**src/rtl/round_ctrl_pkg.sv**
```systemverilog
// Shared types and defaults for the switch-game round sequencer.
// Phase encodings are visible on the phase output, so they are fixed values.
// Holds the default timing and scoring constants.
package round_ctrl_pkg;

    localparam int PHASE_W = 2;
    localparam int SECS_W  = 6;

    localparam int DEF_ROUND_SECS  = 15;
    localparam int DEF_BREAK_SECS  = 5;
    localparam int DEF_BASE_POINTS = 2;

    typedef enum logic [PHASE_W-1:0] {
        IDLE      = 2'd0,
        ROUND     = 2'd1,
        BREAK     = 2'd2,
        GAME_OVER = 2'd3
    } phase_e;

endpackage

```
**src/rtl/round_controller_if.sv**
```systemverilog
// Player inputs and status outputs of the round sequencer, bundled in one interface.
// master: the sequencer. It samples start_btn/is_correct and drives the status outputs.
// slave: the surrounding game logic (checker, prompt and display stages).
interface round_controller_if #(
    parameter int SCORE_W = 10,
    parameter int ROUND_W = 7
);
    import round_ctrl_pkg::*;

    logic                start_btn;
    logic                is_correct;
    logic                prompt_flag;
    logic [PHASE_W-1:0]  phase;
    logic [SECS_W-1:0]   secs_left;
    logic [ROUND_W-1:0]  round_num;
    logic [SCORE_W-1:0]  score;
    logic                game_over;

    modport master (
        input  start_btn, is_correct,
        output prompt_flag, phase, secs_left, round_num, score, game_over
    );

    modport slave (
        output start_btn, is_correct,
        input  prompt_flag, phase, secs_left, round_num, score, game_over
    );

endinterface

```
**src/rtl/score_accumulator.sv**
```systemverilog
// Score and passed-round bookkeeping for the round sequencer.
// Latency: score/round_num update on the tick after pass_i; clr_i zeroes them on the next tick.
// Backpressure: none. One pass is accepted per tick.
// Ports: clk_i, rst_i (async, active-high), pass_i, clr_i, score_o, round_num_o.
// Macro SCORE_DOUBLING_EN: points = BASE_POINTS << level, with level stepping every
// ROUNDS_PER_LEVEL passes (cap 7). Without the macro, every pass earns BASE_POINTS.
module score_accumulator #(
`ifdef SCORE_DOUBLING_EN
    parameter int ROUNDS_PER_LEVEL = 5,
`endif
    parameter int BASE_POINTS = 2,
    parameter int SCORE_W     = 10,
    parameter int ROUND_W     = 7
) (
    input  logic               clk_i,
    input  logic               rst_i,
    input  logic               pass_i,
    input  logic               clr_i,
    output logic [SCORE_W-1:0] score_o,
    output logic [ROUND_W-1:0] round_num_o
);

    localparam logic [SCORE_W-1:0] SCORE_MAX = '1;
    localparam logic [ROUND_W-1:0] ROUND_MAX = '1;

    logic [SCORE_W-1:0] score_q, score_d;
    logic [ROUND_W-1:0] round_q, round_d;
    logic [SCORE_W-1:0] points;
    logic [SCORE_W:0]   sum;

`ifdef SCORE_DOUBLING_EN
    localparam int             MOD_W     = (ROUNDS_PER_LEVEL > 1) ? $clog2(ROUNDS_PER_LEVEL) : 1;
    localparam logic [MOD_W-1:0] MOD_LAST = MOD_W'(ROUNDS_PER_LEVEL - 1);
    localparam logic [2:0]     LEVEL_MAX = 3'd7;
    // Wide enough for any 32-bit base shifted by the maximum level.
    localparam int             PTS_W     = 40;

    logic [MOD_W-1:0] mod_q, mod_d;
    logic [2:0]       level_q, level_d;
    logic [PTS_W-1:0] points_wide;

    // Shifted points are clamped to the score range before the add, so a large
    // level on a narrow score can never wrap to a small value.
    always_comb begin
        points_wide = PTS_W'(BASE_POINTS) << level_q;
        if (points_wide > PTS_W'(SCORE_MAX)) begin
            points = SCORE_MAX;
        end else begin
            points = points_wide[SCORE_W-1:0];
        end
    end

    // mod counter counts passes within a level; level steps when it wraps.
    always_comb begin
        mod_d   = mod_q;
        level_d = level_q;
        if (clr_i) begin
            mod_d   = '0;
            level_d = '0;
        end else if (pass_i) begin
            if (mod_q == MOD_LAST) begin
                mod_d = '0;
                if (level_q != LEVEL_MAX) begin
                    level_d = level_q + 3'd1;
                end
            end else begin
                mod_d = mod_q + MOD_W'(1);
            end
        end
    end

    always_ff @(posedge clk_i or posedge rst_i) begin
        if (rst_i) begin
            mod_q   <= '0;
            level_q <= '0;
        end else begin
            mod_q   <= mod_d;
            level_q <= level_d;
        end
    end
`else
    assign points = SCORE_W'(BASE_POINTS);
`endif

    // One extra bit catches the carry out; a carry means saturate.
    always_comb begin
        sum     = {1'b0, score_q} + {1'b0, points};
        score_d = score_q;
        round_d = round_q;
        if (clr_i) begin
            score_d = '0;
            round_d = '0;
        end else if (pass_i) begin
            score_d = sum[SCORE_W] ? SCORE_MAX : sum[SCORE_W-1:0];
            if (round_q != ROUND_MAX) begin
                round_d = round_q + ROUND_W'(1);
            end
        end
    end

    always_ff @(posedge clk_i or posedge rst_i) begin
        if (rst_i) begin
            score_q <= '0;
            round_q <= '0;
        end else begin
            score_q <= score_d;
            round_q <= round_d;
        end
    end

    assign score_o     = score_q;
    assign round_num_o = round_q;

endmodule

```
**src/rtl/round_controller.sv**
```systemverilog
// Switch-game sequencer: IDLE -> ROUND/BREAK cycles -> GAME_OVER, with countdown and score.
// Latency: all outputs are registered and change one clk1Hz tick after the deciding input sample.
// Backpressure: none. start_btn/is_correct are sampled every tick with no handshake.
// Ports: clk1Hz, reset_btn (async, active-high), bus (round_controller_if.master).
// Macro SCORE_DOUBLING_EN enables level-based score doubling in score_accumulator.
module round_controller
    import round_ctrl_pkg::*;
#(
    parameter int ROUND_SECS       = DEF_ROUND_SECS,
    parameter int BREAK_SECS       = DEF_BREAK_SECS,
`ifdef SCORE_DOUBLING_EN
    parameter int ROUNDS_PER_LEVEL = 5,
`endif
    parameter int BASE_POINTS      = DEF_BASE_POINTS,
    parameter int SCORE_W          = 10,
    parameter int ROUND_W          = 7
) (
    input  logic               clk1Hz,
    input  logic               reset_btn,
    round_controller_if.master bus
);

    localparam logic [SECS_W-1:0] ROUND_SECS_V = SECS_W'(ROUND_SECS);
    localparam logic [SECS_W-1:0] BREAK_SECS_V = SECS_W'(BREAK_SECS);
    localparam logic [SECS_W-1:0] SECS_ONE     = SECS_W'(1);

    phase_e             phase_q, phase_d;
    logic [SECS_W-1:0]  secs_q, secs_d;
    logic               armed_q, armed_d;
    logic               prompt_q, prompt_d;

    logic               pass_w;
    logic               start_w;

    // armed blocks a pass until is_correct has been seen low in this round;
    // the level may still be high from the previous round's answer.
    assign pass_w  = (phase_q == ROUND) && armed_q && bus.is_correct;
    assign start_w = ((phase_q == IDLE) || (phase_q == GAME_OVER)) && bus.start_btn;

    always_ff @(posedge clk1Hz or posedge reset_btn) begin
        if (reset_btn) begin
            phase_q  <= IDLE;
            secs_q   <= '0;
            armed_q  <= 1'b0;
            prompt_q <= 1'b0;
        end else begin
            phase_q  <= phase_d;
            secs_q   <= secs_d;
            armed_q  <= armed_d;
            prompt_q <= prompt_d;
        end
    end

    always_comb begin
        phase_d  = phase_q;
        secs_d   = secs_q;
        armed_d  = armed_q;
        prompt_d = 1'b0;
        case (phase_q)
            IDLE, GAME_OVER: begin
                if (start_w) begin
                    phase_d  = ROUND;
                    secs_d   = ROUND_SECS_V;
                    armed_d  = 1'b0;
                    prompt_d = 1'b1;
                end
            end
            ROUND: begin
                // Pass is checked first so a fix on the last second still counts.
                if (pass_w) begin
                    phase_d = BREAK;
                    secs_d  = BREAK_SECS_V;
                end else if (secs_q == SECS_ONE) begin
                    phase_d = GAME_OVER;
                    secs_d  = '0;
                end else begin
                    secs_d = secs_q - SECS_ONE;
                    if (!bus.is_correct) begin
                        armed_d = 1'b1;
                    end
                end
            end
            BREAK: begin
                if (secs_q == SECS_ONE) begin
                    phase_d  = ROUND;
                    secs_d   = ROUND_SECS_V;
                    armed_d  = 1'b0;
                    prompt_d = 1'b1;
                end else begin
                    secs_d = secs_q - SECS_ONE;
                end
            end
            default: begin
                phase_d = IDLE;
            end
        endcase
    end

    always_comb begin
        bus.prompt_flag = prompt_q;
        bus.phase       = phase_q;
        bus.secs_left   = secs_q;
        bus.game_over   = (phase_q == GAME_OVER);
    end

    score_accumulator #(
`ifdef SCORE_DOUBLING_EN
        .ROUNDS_PER_LEVEL (ROUNDS_PER_LEVEL),
`endif
        .BASE_POINTS      (BASE_POINTS),
        .SCORE_W          (SCORE_W),
        .ROUND_W          (ROUND_W)
    ) u_score (
        .clk_i       (clk1Hz),
        .rst_i       (reset_btn),
        .pass_i      (pass_w),
        .clr_i       (start_w),
        .score_o     (bus.score),
        .round_num_o (bus.round_num)
    );

endmodule

```
**src/flat_wrapper.sv**
```systemverilog
// flat-port wrapper written by rule: the top's interface ports become plain ports
module round_controller_flat import round_ctrl_pkg::*;
#(
    parameter int ROUND_SECS       = DEF_ROUND_SECS,
    parameter int BREAK_SECS       = DEF_BREAK_SECS,

    parameter int BASE_POINTS      = DEF_BASE_POINTS,
    parameter int SCORE_W          = 10,
    parameter int ROUND_W          = 7
)
  (clk1Hz, reset_btn, bus_start_btn, bus_is_correct, bus_prompt_flag, bus_phase, bus_secs_left, bus_round_num, bus_score, bus_game_over);
  round_controller_if #(.SCORE_W(SCORE_W), .ROUND_W(ROUND_W)) bus_i ();
  input  logic clk1Hz;
  input  logic reset_btn;
  input wire logic [$bits(bus_i.start_btn)-1:0] bus_start_btn;
  input wire logic [$bits(bus_i.is_correct)-1:0] bus_is_correct;
  output wire logic [$bits(bus_i.prompt_flag)-1:0] bus_prompt_flag;
  output wire logic [$bits(bus_i.phase)-1:0] bus_phase;
  output wire logic [$bits(bus_i.secs_left)-1:0] bus_secs_left;
  output wire logic [$bits(bus_i.round_num)-1:0] bus_round_num;
  output wire logic [$bits(bus_i.score)-1:0] bus_score;
  output wire logic [$bits(bus_i.game_over)-1:0] bus_game_over;
  assign bus_i.start_btn = bus_start_btn;
  assign bus_i.is_correct = bus_is_correct;
  assign bus_prompt_flag = bus_i.prompt_flag;
  assign bus_phase = bus_i.phase;
  assign bus_secs_left = bus_i.secs_left;
  assign bus_round_num = bus_i.round_num;
  assign bus_score = bus_i.score;
  assign bus_game_over = bus_i.game_over;
  round_controller #(.ROUND_SECS(ROUND_SECS), .BREAK_SECS(BREAK_SECS), .BASE_POINTS(BASE_POINTS), .SCORE_W(SCORE_W), .ROUND_W(ROUND_W)) u_core (.clk1Hz(clk1Hz), .reset_btn(reset_btn), .bus(bus_i));
endmodule
```
**config.mk**
```make
export PLATFORM = sky130hd
export DESIGN_NAME = round_controller_flat
export DESIGN_NICKNAME = d
export VERILOG_FILES = /design/src/rtl/round_ctrl_pkg.sv /design/src/rtl/round_controller_if.sv /design/src/rtl/score_accumulator.sv /design/src/rtl/round_controller.sv /design/src/flat_wrapper.sv
export SDC_FILE = /design/constraint.sdc
export NUM_CORES = 1
export LEC_CHECK = 0
export ABC_AREA = 0
export CORE_UTILIZATION = 30
export DETAILED_ROUTE_END_ITERATION = 8
export HOLD_SLACK_MARGIN = 0.06
export MAX_ROUTING_LAYER = met4
export PLACE_DENSITY = 0.57
export REMOVE_ABC_BUFFERS = 1
export SYNTH_ARGS = -nofsm -noshare
export SYNTH_HDL_FRONTEND = slang
export SYNTH_SLANG_ARGS = --single-unit
export TNS_END_PERCENT = 20
```
**constraint.sdc**
```tcl
create_clock -name clk1Hz -period 2.4 [get_ports clk1Hz]
set_clock_uncertainty 0.1 [all_clocks]
set_input_delay 0.48 -clock clk1Hz [delete_from_list [all_inputs] [get_ports clk1Hz]]
set_output_delay 0.48 -clock clk1Hz [all_outputs]
set_load 0.02 [all_outputs]
```
* Yosys cells after proc, flatten, opt, wreduce, memory -nomap -nowiden
Cells that the tools add are included.
Word-level totals: logic and storage cells 56, input port bits 4, register bits 27
Operators by class: reduce and logical (&&, ||, !) cells 11, mux-type cells 25, eq/ne operators 11, add/sub/neg operators 3
Operators with widths (count):
- 10-bit two-way mux | 3
- 6-bit two-way mux | 4
- 7-bit two-way mux | 3
- 6-bit one-hot mux with 3 select lines | 1
- 10-bit by 2-bit adder with 11-bit output, second input constant | 1
- 2-bit two-way mux | 4
- 7-bit by 1-bit adder with 7-bit output, second input constant | 1
- 1-bit two-way mux | 7
- 7-bit != test, second input constant | 1
- 6-bit by 1-bit equality test with 1-bit output, second input constant | 1
- 2-bit != test, second input constant | 3
- 2-bit one-hot mux with 3 select lines | 1
- 6-bit by 1-bit subtractor with 6-bit output, second input constant | 1
- 5-bit AND reduction | 1
- 2-bit equality test, second input constant | 2
- 2-bit by 1-bit != test with 1-bit output, second input constant | 2
- 2-bit nonzero test | 2
- 1-bit logical AND | 3
- 3-bit by 2-bit != test with 1-bit output, second input constant | 1
- 1-bit one-hot mux with 3 select lines | 1
- 3-bit AND reduction | 1
- 2-bit by 1-bit equality test with 1-bit output, second input constant | 1
- 2-bit logical NOT | 1
- 1-bit one-hot mux with 2 select lines | 1
- other kinds (3) | 3

* Logic depth before layout (Yosys ltp)
word-level depth 5, gate-level depth with buffers 7, mapped depth without buffers 6

* By module
From an unflattened synthesis, not the netlist that was laid out.
Second synthesis, totals: cell total of the unflattened synthesis 169, area total of the unflattened synthesis 1611.5 um^2
By module, submodules not included:
- score_accumulator | area each 913.4 um^2, instances 1, cells each 93
- round_controller | area each 698.2 um^2, instances 1, cells each 76

* Least setup slack after synthesis
No wires, ideal clock.
kind register -> register, start register u_core.secs_q[1], in the netlist u_core.bus.secs_left[1], end register u_core.secs_q[4], in the netlist u_core.bus.secs_left[4], period minus slack after synthesis 1.911 ns, path slack 0.489 ns, data arrival time 1.693 ns, cell stages (with the launch flop) 7, cell sequence dfrtp_1 -> inv_1 -> ha_1 -> or4b_4 -> o22ai_2 -> o31ai_1 -> a21o_1
On the way: longest elaborated chain between the ends 4, elaborated cells between the ends (all ways) 6, those cells by class add/sub: 1; eq/ne: 1; mux: 4
RTL lines:
- from (decl) | RTL line round_controller.sv:28 | logic [SECS_W-1:0] secs_q, secs_d;
- from (signal assigned) | RTL line round_controller.sv:48 | secs_q <= secs_d;
- 6-bit by 1-bit subtractor with 6-bit output / 6-bit by 1-bit equality test with 1-bit output (equally long branches)
- 6-bit two-way mux | RTL line round_controller.sv:73 | end else if (secs_q == SECS_ONE) begin
- 6-bit two-way mux | RTL line round_controller.sv:70 | if (pass_w) begin
- 6-bit one-hot mux with 3 select lines * | RTL line round_controller.sv:59 | case (phase_q)
Mark *: on every way between the ends. The rest lies on a longest branch, timed or not. A chain may end at the register's enable or synchronous reset.

* Worst setup path after layout
start register u_core.secs_q[2], in the netlist u_core.bus.secs_left[2], end output bus_secs_left[2]
RTL lines:
- to (decl) | RTL line flat_wrapper.sv:19 | output wire logic [$bits(bus_i.secs_left)-1:0] bus_secs_left;
No word-level cell between the ends.

==> metrics.md <==
| Metric | Value |
|---|---|
| Total CTS buffers | `3` |
| Post-cts sizing count | `0` |
| Hold-fix buffers, CTS | `0` |
| Final setup viols | `0` |
| Largest net degree at the start of global routing | `28` |
| Tightest Pin Transition | `0.476 ns` |
| Nets | `208` |
| Core Region | `0.00482 mm2` |
| Final Hold Fails | `0` |
| Worst setup SP type | `flip-flop` |
| Root buffer cell | `clkbuf_8` |
| Crit path cell chain | `clkdlybuf4s50_1` |
| Critical path fanouts, max | `10` |
| Worst-Skew Late Latency | `0.28 ns` |
| Final min period | `2.09 ns` |
| DRT Pass-1 Iters | `4` |
| Leakage | `0.836 nW` |
| Initial Util | `31.8%` |
| Number of synthesized flops with an enable pin | `0` |
| Worst rel slew slack | `68.1%` |
| Final WS setup | `0.308 ns` |
| Critical path's largest stage delay | `0.67 ns` |
| TritonCTS clock tree | `built` |
| Largest area contributor in the netlist | `dfrtp_1` |
| Post-synth ARST share | `100%` |
| Synth warnings | `0` |
| Die Area | `0.00540 mm2` |
| Final slew viol count | `0` |
| Maxcap violations | `0` |
| Cell area after layout | `0.00196 mm2` |
| Post-CTS setup buffers | `0` |
| Pre-CTS setup slack | `0.216 ns` |
| Num ports | `31` |
| Mapped Area | `0.00153 mm2` |
| Synth area leaders | `dfrtp_1, ha_1, xor2_1` |
| Final routed DRC violation total | `0` |
| F_max | `478 MHz` |
| N_diodes | `0` |
| Final hold slack | `0.392 ns` |
| RSZ-0062 raised after global routing | `no` |
| Commonest non-fill, non-tap cell in the layout | `clkdlybuf4s50_1` |
| Sequential area share after synthesis | `44.1%` |
| Antenna Nets Post-Route | `0` |
| Sum of negative setup slack | `0 ns` |
| Vias/cell | `5.00` |
| #FFs+latches synth | `27` |
| Input/output buffers | `30` |
| Clk buf depth | `2` |
| Syn Inst Count | `164` |
| PD cells | `1070 mW/mm2` |
| Initial antenna violation count | `0` |
| Worst endpoint data arrival time | `1.51 ns` |
| Total Wirelength | `3.46 mm` |
| Die Width | `73.5 um` |
| Grt ovf | `0` |
| Yosys cell types | `44` |
| Most frequent cells in the layout | `clkdlybuf4s50_1, dfrtp_1, nor2_1` |
| Syn Area/Cell | `9.35 um2` |
| Fraction of layout cells with a size suffix above 1 | `6.67%` |
| DP Area | `0.00191 mm2` |
| GPL Wtd Cong | `0.795` |
| Vias in the first global route | `1,208` |
| # clock sinks | `27` |
| CP top delay family | `buffers and inverters` |
| Buffers & Inverters on Critical Path | `1` |
| CP required | `1.82 ns` |
| WL/cell | `13.2 um` |
| # fillers | `494` |
| First-pass GRT wire length | `5.96 mm` |
| CP Class | `flip-flop to primary output` |
| Htree depth | `1` |
| Vias | `1,310` |
| Hold crit path type | `flip-flop to flip-flop` |
| Total track usage | `14.5%` |
| FP Rows | `25` |
| Maximum vdd drop | `368 uV` |
| Area growth syn-to-layout | `27.7%` |
| CP endpoint kind | `primary output` |
| Clock slew at reported path FFs | `0.11 ns` |
| Ys flop type | `dfrtp_1` |
| Share of the synthesized area in the top cell type | `44.1%` |
| Die Height | `73.5 um` |
| Part of the cycle the worst path needs | `87.2%` |
| Status | `finished clean` |
| 1st-iter DRT viols | `56` |
| Post-DP HPWL | `2.42 mm` |
| Slowest CP cell | `clkdlybuf4s50_1` |
==> final timing paths <==
check	startpoint	endpoint	slack (ns)	cells past startpoint
min in group asynchronous	reset_btn	u_core.bus.secs_left[5]	0.46	3
min	u_core.u_score.score_o[0]	u_core.u_score.score_o[0]	0.39	2
max	u_core.bus.secs_left[2]	bus_secs_left[2]	0.31	1
max in group asynchronous	reset_btn	u_core.bus.secs_left[4]	1.48	3
max reg2reg	u_core.bus.phase[1]	u_core.u_score.round_num_o[5]	0.38	6
min reg2reg	u_core.u_score.score_o[0]	u_core.u_score.score_o[0]	0.39	2
==> per-stage QoR <==
| stage | cells | util (%) | power [W] |
|---|---|---|---|
| 2_1_floorplan | 158 | - | 0.00143 |
| 6_report | 262 | 40.6 | 0.00209 |
| 5_1_grt | 262 | 40.6 | 0.00225 |
| 4_1_cts | 262 | 40.6 | 0.00210 |
| 3_5_place_dp | 258 | 39.6 | 0.00181 |
| 3_3_place_gp | 258 | 39.6 | 0.00182 |
==> kinds of logic after synthesis <==
kind of cell    Yosys count  synth area share [%]
buf+inv                  15                  4.24
flops                    27                  44.1
simple gates             61                  20.9
xor+xnor                  8                  4.57
fa+ha+maj                 8                  6.53
compound gates           43                  18.4
mux                       2                  1.31
==> synthesized netlist by cell type, types with 2 or more instances <==
cell,instances
ha_1,8
and3_1,4
o22ai_1,3
nor2_1,13
dfrtp_1,27
o21ai_0,8
a21oi_1,10
nor3_1,7
clkbuf_1,4
nand4_1,6
a31oi_1,3
inv_1,9
xor2_1,8
o21ai_1,5
nand2_1,12
a311oi_1,2
mux2i_1,2
and2_1,2
nand3_1,5
nor3b_1,2
==> flip-flops by register name, indices dropped and copies added (netlist names) <==
signal and cells:
u_core.bus.phase 2, u_core.armed_q 1, u_core.u_score.score_o 10, u_core.u_score.round_num_o 7, u_core.bus.secs_left 6, u_core.bus.prompt_flag 1
==> metal layers <==
layer | global-route usage [%] | share of wire, %
met2 | 20.9 | 44
met4 | 4.06 | 0.78
met5 | - | 0
met3 | 1.92 | 3.9
met1 | 21.1 | 51
==> final cells by class <==
type | instances | area, um2 | area share [%]
clock buffers | 3 | 41.3 | 2.11
clock inverters | 1 | 7.51 | 0.384
inverters | 9 | 33.8 | 1.73
multi-input cells | 122 | 792 | 40.5
flip-flops and latches | 27 | 676 | 34.5
well taps | 67 | 83.8 | 4.28
repair buffers | 33 | 323 | 16.5
==> report_power, final <==
group | leakage, nW | total [W] | switching [W] | internal [W]
Sequential | 0.357 | 0.000720 | 0.000156 | 0.000564
Combinational | 0.457 | 0.00109 | 0.000606 | 0.000483
Clock | 0.0217 | 0.000278 | 0.000160 | 0.000118
Power figures use the tool's default switching activity.
